$ cat config.mk
export PLATFORM = sky130hd
export DESIGN_NAME = cla_pipe_addsub
export DESIGN_NICKNAME = d
export VERILOG_FILES = /design/src/rtl/cla_pkg.sv /design/src/rtl/cla4_slice.sv /design/src/rtl/cla_pipe_addsub.sv
export SDC_FILE = /design/constraint.sdc
export NUM_CORES = 1
export LEC_CHECK = 0
export ABC_AREA = 1
export CAP_MARGIN = 25
export CORE_UTILIZATION = 55
export DETAILED_ROUTE_END_ITERATION = 7
export GPL_ROUTABILITY_DRIVEN = 1
export GPL_TIMING_DRIVEN = 0
export PLACE_DENSITY = 0.87
export SLEW_MARGIN = 30
export SYNTH_ARGS = -nofsm -noshare
export SYNTH_HDL_FRONTEND = slang
export SYNTH_SLANG_ARGS = --single-unit
$ cat constraint.sdc
create_clock -name clk -period 4.7 [get_ports clk]
set_clock_uncertainty 0.15 [all_clocks]
set_input_delay 0.94 -clock clk [delete_from_list [all_inputs] [get_ports clk]]
set_output_delay 0.94 -clock clk [all_outputs]
set_load 0.05 [all_outputs]
$ cat src/rtl/cla_pkg.sv
// Shared constants and parameter legality check for the pipelined CLA adder/subtractor.
package cla_pkg;

  localparam int unsigned CLA_GROUP_BITS = 4;

  // True when the width/stage split can be built from whole lookahead groups.
  function automatic bit cla_params_legal(input int unsigned width, input int unsigned stage_bits);
    return (width != 0) && (stage_bits != 0) &&
           ((stage_bits % CLA_GROUP_BITS) == 0) && ((width % stage_bits) == 0);
  endfunction

endpackage

$ cat src/rtl/cla4_slice.sv
// Combinational 4-bit carry-lookahead group; c3 is the carry into bit 3 for overflow detection.
module cla4_slice (
  input  logic [3:0] a,
  input  logic [3:0] b,
  input  logic       cin,
  output logic [3:0] s,
  output logic       cout,
  output logic       c3
);

  logic [3:0] p;
  logic [3:0] g;
  logic       c1;
  logic       c2;

  // Propagate/generate terms and flattened lookahead carries.
  always_comb begin
    p    = a ^ b;
    g    = a & b;
    c1   = g[0] | (p[0] & cin);
    c2   = g[1] | (p[1] & g[0]) | (p[1] & p[0] & cin);
    c3   = g[2] | (p[2] & g[1]) | (p[2] & p[1] & g[0]) | (p[2] & p[1] & p[0] & cin);
    cout = g[3] | (p[3] & g[2]) | (p[3] & p[2] & g[1]) | (p[3] & p[2] & p[1] & g[0]) |
           (p[3] & p[2] & p[1] & p[0] & cin);
    s    = p ^ {c3, c2, c1, cin};
  end

endmodule

$ cat src/rtl/cla_pipe_addsub.sv
// Pipelined carry-lookahead adder/subtractor: one STAGE_BITS slice resolved per stage,
// unconsumed operand slices and finished sum slices travel with the beat.
module cla_pipe_addsub
  import cla_pkg::*;
#(
  parameter int unsigned WIDTH      = 16,
  parameter int unsigned STAGE_BITS = 4
) (
  input  logic             clk,
  input  logic             rst,
  input  logic             in_valid,
  output logic             in_ready,
  input  logic [WIDTH-1:0] in_a,
  input  logic [WIDTH-1:0] in_b,
  input  logic             in_cin,
  input  logic             in_sub,
  output logic             out_valid,
  input  logic             out_ready,
  output logic [WIDTH:0]   out_sum,
  output logic             out_ovf
);

  localparam int unsigned NSTAGE = WIDTH / STAGE_BITS;
  localparam int unsigned NGRP   = STAGE_BITS / CLA_GROUP_BITS;

  if (!cla_params_legal(WIDTH, STAGE_BITS)) begin : g_param_check
    $error("cla_pipe_addsub: WIDTH must be a multiple of STAGE_BITS, STAGE_BITS a multiple of 4");
  end

  logic             stall_c;
  logic [WIDTH-1:0] b_eff_c;
  logic             c0_c;

  // Whole pipeline freezes while the result sits unaccepted.
  assign stall_c  = out_valid & ~out_ready;
  assign in_ready = ~stall_c;

  // Subtraction is A + ~B + 1; carry-in is forced in that mode.
  always_comb begin
    b_eff_c = in_sub ? ~in_b : in_b;
    c0_c    = in_sub | in_cin;
  end

  for (genvar k = 0; k < NSTAGE; k++) begin : g_stage
    localparam int unsigned LO  = k * STAGE_BITS;
    localparam int unsigned REM = WIDTH - (k + 1) * STAGE_BITS;

    logic [STAGE_BITS-1:0]    op_a;
    logic [STAGE_BITS-1:0]    op_b;
    logic [STAGE_BITS-1:0]    s_slice;
    logic                     cin;
    logic                     v_in;
    logic [NGRP:0]            gc;
    logic [NGRP-1:0]          grp_c3;
    logic                     c3_unused;
    logic                     valid_d;
    logic                     valid_q;
    logic                     carry_d;
    logic                     carry_q;
    logic [LO+STAGE_BITS-1:0] sum_d;
    logic [LO+STAGE_BITS-1:0] sum_q;

    if (k == 0) begin : g_src
      assign op_a = in_a[STAGE_BITS-1:0];
      assign op_b = b_eff_c[STAGE_BITS-1:0];
      assign cin  = c0_c;
      assign v_in = in_valid;

      // First slice of the result.
      always_comb begin
        sum_d = s_slice;
      end
    end else begin : g_src
      assign op_a = g_stage[k-1].g_fwd.a_q[STAGE_BITS-1:0];
      assign op_b = g_stage[k-1].g_fwd.b_q[STAGE_BITS-1:0];
      assign cin  = g_stage[k-1].carry_q;
      assign v_in = g_stage[k-1].valid_q;

      // Append this slice above the already-resolved lower slices.
      always_comb begin
        sum_d = {s_slice, g_stage[k-1].sum_q};
      end
    end

    assign gc[0] = cin;

    for (genvar g = 0; g < NGRP; g++) begin : g_grp
      cla4_slice u_cla4 (
        .a    (op_a[g*CLA_GROUP_BITS +: CLA_GROUP_BITS]),
        .b    (op_b[g*CLA_GROUP_BITS +: CLA_GROUP_BITS]),
        .cin  (gc[g]),
        .s    (s_slice[g*CLA_GROUP_BITS +: CLA_GROUP_BITS]),
        .cout (gc[g+1]),
        .c3   (grp_c3[g])
      );
    end

    // Only the top group's c3 of the last stage matters.
    assign c3_unused = ^grp_c3;

    // Stage valid and carry-out.
    always_comb begin
      valid_d = v_in;
      carry_d = gc[NGRP];
    end

    // Stage valid/carry/sum registers.
    always_ff @(posedge clk) begin
      if (rst) begin
        valid_q <= 1'b0;
        carry_q <= 1'b0;
        sum_q   <= '0;
      end else if (!stall_c) begin
        valid_q <= valid_d;
        carry_q <= carry_d;
        sum_q   <= sum_d;
      end
    end

    if (REM > 0) begin : g_fwd
      logic [REM-1:0] a_d;
      logic [REM-1:0] a_q;
      logic [REM-1:0] b_d;
      logic [REM-1:0] b_q;

      if (k == 0) begin : g_in
        // Operand slices not yet consumed.
        always_comb begin
          a_d = in_a[WIDTH-1:STAGE_BITS];
          b_d = b_eff_c[WIDTH-1:STAGE_BITS];
        end
      end else begin : g_in
        // Drop the slice consumed by this stage.
        always_comb begin
          a_d = g_stage[k-1].g_fwd.a_q[REM+STAGE_BITS-1:STAGE_BITS];
          b_d = g_stage[k-1].g_fwd.b_q[REM+STAGE_BITS-1:STAGE_BITS];
        end
      end

      // Remaining operand registers.
      always_ff @(posedge clk) begin
        if (rst) begin
          a_q <= '0;
          b_q <= '0;
        end else if (!stall_c) begin
          a_q <= a_d;
          b_q <= b_d;
        end
      end
    end

    if (k == NSTAGE - 1) begin : g_last
      logic ovf_d;
      logic ovf_q;

      // Signed overflow: carry into MSB differs from carry out of MSB.
      always_comb begin
        ovf_d = grp_c3[NGRP-1] ^ gc[NGRP];
      end

      // Overflow flag registered alongside the final sum.
      always_ff @(posedge clk) begin
        if (rst) begin
          ovf_q <= 1'b0;
        end else if (!stall_c) begin
          ovf_q <= ovf_d;
        end
      end

      assign out_valid = valid_q;
      assign out_sum   = {carry_q, sum_q};
      assign out_ovf   = ovf_q;
    end
  end

endmodule

* Word level (Yosys, flattened, before mapping)
Cells that the tools add are included.
** Storage, ports and cells
- Register bits after elaboration :: 97
- Input bits :: 38
- Output and inout bits :: 20
- Word-level logic and storage cells :: 142
** Operators by class
- Muxes and demuxes :: 1
- Bitwise gates (word level) :: 122
** Operators by type and width (number)
- $and A1 B1 Y1 :: 65
- $or A1 B1 Y1 :: 41
- $xor A4 B4 Y4 :: 8
- $and A4 B4 Y4 :: 4
- $mux W16 :: 1
- $not A16 Y16 :: 1
- $not A1 Y1 :: 2
- $xor A1 B1 Y1 :: 1

* Depth between registers and ports, before layout
- Word-level depth :: 8
- Gate-level depth with buffers :: 12
- Gate-level depth less buffers :: 10

* Modules after synthesis
Synthesis repeated with hierarchy kept, for this count alone.
** Unflattened totals
- Cells, all modules :: 620
- Area total of the unflattened synthesis :: 4650.7 sq um
** By module, submodules not included
- cla_pipe_addsub :: times used 1, cells an instance 500, area an instance 3887.5 sq um, sequential area each 1941.9 sq um
- cla4_slice at g_stage[0].g_grp[0].u_cla4 ... :: times used 2, cells an instance 31, area an instance 193.9 sq um, sequential area each 0.0 sq um
- cla4_slice at g_stage[2].g_grp[0].u_cla4 :: times used 1, cells an instance 31, area an instance 196.4 sq um, sequential area each 0.0 sq um
- cla4_slice at g_stage[3].g_grp[0].u_cla4 :: times used 1, cells an instance 27, area an instance 178.9 sq um, sequential area each 0.0 sq um

* Least setup slack after synthesis
OpenSTA, ideal clock, no wires.
- Kind :: input to output
- Start :: input out_ready
- End :: output in_ready
- Data arrival time :: 1.435 ns
- Data required time :: 3.610 ns
- Path slack :: 2.175 ns
- Cell stages on the path :: 4
- Path buffers :: 2
- Path through :: nor2_2 inv_2 buf_2 buf_6
** On the way
- Word-level cells in the longest chain between the ends :: 3
** RTL lines
- start, declared :: RTL line cla_pipe_addsub.sv:18 : input logic out_ready,
- $not A1 Y1 :: RTL line cla_pipe_addsub.sv:35 : assign stall_c = out_valid & ~out_ready;
- $and A1 B1 Y1 :: RTL line cla_pipe_addsub.sv:35
- $not A1 Y1 :: RTL line cla_pipe_addsub.sv:36 : assign in_ready = ~stall_c;
- end, declared :: RTL line cla_pipe_addsub.sv:12 : output logic in_ready,
Every way passes these cells.

* Worst setup path after layout
Ends and elaborated chain as after synthesis.

==> impl_metrics.ini <==
[critical_path]
path_max_fanout = 10
slowest_stage = clkdlybuf4s50_1
r2r_slack_ns = 2.90
cp_common_cell = clkdlybuf4s50_1
crit_chain = clkdlybuf4s50_1 > nor2_2 > inv_2 > buf_2 > buf_6 > clkdlybuf4s50_1
cp.depth = 6
r2r_start = g_stage[1].g_fwd.a_q[1]$_SDFFE_PP0N_
slowest_delay_ns = 0.82
crit_type = input port to output port
critical_path.endpoint_type = output port
critPathRequiredTime_ns = 3.61
r2r_cells = 9
start_kind = input port
crit_start = out_ready
crit_end = in_ready
critPathBufInv = 5
rr_endpoint = g_stage[2].carry_q$_SDFFE_PP0N_
critical_path.top_delay_family = buffers and inverters
worstPathArrival_ns = 2.84

[global_route]
grt_pass1_vias = 3683
grt_pass1_wl_um = 17000
grt_max_degree = 17
grt_antenna_before_repair = 0
grt_usage = 0.265
globalRouteOverflowTotal = 0

[placed_design]
place.gp.congestion = 0.855
hpwl_um = 7520
io_buffers = 56
dp.cells = 700

[final_layout]
fill_cells = 603
fin_nets = 672
drive_above_1_share = 0.0828
final_core_util = 0.698
diodes = 0
instances_no_fill = 715
area_growth_pct = 20.5

[run_status]
status = completed

[synth]
synth_largest_area_cell = dfxtp_1
yosys.cell_types.count = 23
synth_top_area_frac = 0.455
syn_area_um2 = 4270
synth_edf_count = 0
synth_area_leaders = dfxtp_1 46%, nor2_1 12%, o21ai_0 11%
async_flop_share = 0
synthFlopType = dfxtp_1
ys_seq_area_frac = 0.455
avgSynthCellArea_um2 = 7.83
ys_seq_elements = 97
synth_fp_nets = 605
postSynthCellCount = 545
ys_warn_count = 0

[sta]
final_hold_viol_count = 0
rsz0062_at_grt = no
setup_tns_ns = 0
worst_slew_pin_slew_ns = 0.611
drv_slew = 0
layout_min_cycle_time_ns = 3.93
setup_violations = 0
max_freq_mhz = 254
slew_headroom = 0.593
period_share = 0.837

[detailed_routing]
drtPass1Iterations = 5
wirelength_um = 10300
ant_nets = 0
vias = 3837
drt_iter0_drc = 200
wl_per_cell_um = 14.4
routed_via_density = 5.37
post-route-drc-count = 0

[clocking]
postCtsSetupRepairBufs = 0
path_clk_slew_ns = 0.08
clkSinkCount = 97
clockBufferDepth = 2
cts_buffers = 9
cts_tree = yes
clockRootBuffer = clkbuf_8
ctsHoldBuffers = 0
ctsResizeCount = 0
clk_latency_ns = 0.36
cts_htree_levels = 3

[run]
cap_violations = 0

[die]
dieWidth_um = 90.1
die-area_um2 = 8110
coreArea_um2 = 7370
die_y_um = 90.1
start_util = 0.579
core.rowCount = 31
pin_count = 58

[min_path]
hp-class = register to register
hold_depth = 2

[pwr]
static-leakage-power_uw = 0.00247
power.density_nw_per_um2 = 337
peakVddDrop_uv = 178
cell type report:
cell class / count / area [µm²] / share of cell area
multi-input combinational: 373 / 1960 / 0.380
sequential: 97 / 1940 / 0.378
timing repair buffer: 56 / 561 / 0.109
buffer: 34 / 215 / 0.0418
inverter: 41 / 154 / 0.0299
clock buffer: 9 / 124 / 0.0241
tap: 99 / 124 / 0.0241
clock inverter: 6 / 67.6 / 0.0131
cells by family (layout without fill, tap and decap cells):
group	Yosys count	in the layout	synth area share
flops	97	97	0.455
compound gates	132	132	0.160
simple gates	199	199	0.186
buf+inv	75	146	0.0865
xor+xnor	20	20	0.0411
fa+ha+maj	22	22	0.0716
synthesized netlist by cell type, types with 6 or more instances:
cell type	n
nand3_1	18
nand2_1	39
a21oi_1	34
buf_2	19
o21ai_0	90
ha_1	18
xor2_1	6
dfxtp_1	97
xnor2_1	14
inv_1	39
nor2_1	134
buf_6	6
worst min-delay path by stage:
stage / from / endpoint / slack (ns)
6_report: g_stage[2].sum_q[11]$_SDFFE_PP0N_ / g_stage[2].sum_q[11]$_SDFFE_PP0N_ / 0.32
3_3_place_gp: g_stage[2].valid_q$_SDFFE_PP0N_ / g_stage[2].valid_q$_SDFFE_PP0N_ / 0.30
4_1_cts: g_stage[2].sum_q[11]$_SDFFE_PP0N_ / g_stage[2].sum_q[11]$_SDFFE_PP0N_ / 0.32
3_5_place_dp: g_stage[2].valid_q$_SDFFE_PP0N_ / g_stage[2].valid_q$_SDFFE_PP0N_ / 0.30
5_1_grt: g_stage[2].sum_q[11]$_SDFFE_PP0N_ / g_stage[2].sum_q[11]$_SDFFE_PP0N_ / 0.34
2_1_floorplan: g_stage[2].valid_q$_SDFFE_PP0N_ / g_stage[2].valid_q$_SDFFE_PP0N_ / 0.28
power by group:
| part | internal [µW] | switching, µW |
|---|---|---|
| clock | 245 | 286 |
| sequential | 886 | 36.2 |
| combinational | 120 | 160 |
routing by layer:
layer / vias to the layer above / global-route usage / wire length, µm
met5: - / 0 / 0
met4: 0 / 0.126 / 244
met3: 21 / 0.0406 / 531
met2: 124 / 0.473 / 5270
met1: 1798 / 0.310 / 4210
li1: 1894 / - / -
worst reg2reg max path, stage by stage, from the launching register on:
cell and delay [ns]:
dfxtp_1 0.36, ha_1 0.39, nand2_1 0.11, nor2_1 0.04, nor2_1 0.19, nand2_1 0.10, nand2_1 0.09, nand2_1 0.06
o21bai_1 0.16, inv_1 0.05
placed cells by master, fill, tap and decap left out, types with 3 or more instances in the layout:
cell type          n
a21oi_1           34
buf_2             19
buf_4              5
buf_6              6
clkbuf_1           4
clkbuf_8           9
clkdlybuf4s50_1   56
dfxtp_1           97
fa_1               4
ha_1              18
inv_1             39
nand2_1           39
nand3_1           18
nand3b_1           3
nand4_1            3
nor2_1           134
o21ai_0           90
o21bai_1           4
xnor2_1           14
xor2_1             6
flip-flops by register name, summed over array words and instances, names as in the netlist:
name,count
g_stage.carry_q,4
out_ovf,1
g_stage.sum_q,40
out_valid,1
g_stage.valid_q,3
g_stage.g_fwd.b_q,24
g_stage.g_fwd.a_q,24
through the flow:
step | hold WS [ns] | setup WS, ns | total power [µW] | cell area (µm²)
2_1_floorplan | 0.280 | 2.17 | 1110 | 4270
3_3_place_gp | 0.298 | 0.787 | 1200 | 4950
3_5_place_dp | 0.302 | 0.773 | 1220 | 4950
4_1_cts | 0.324 | 0.775 | 1730 | 5140
5_1_grt | 0.337 | 0.705 | 1810 | 5140
6_report | 0.322 | 0.768 | 1730 | 5140
(Power assumes the default switching activity.)
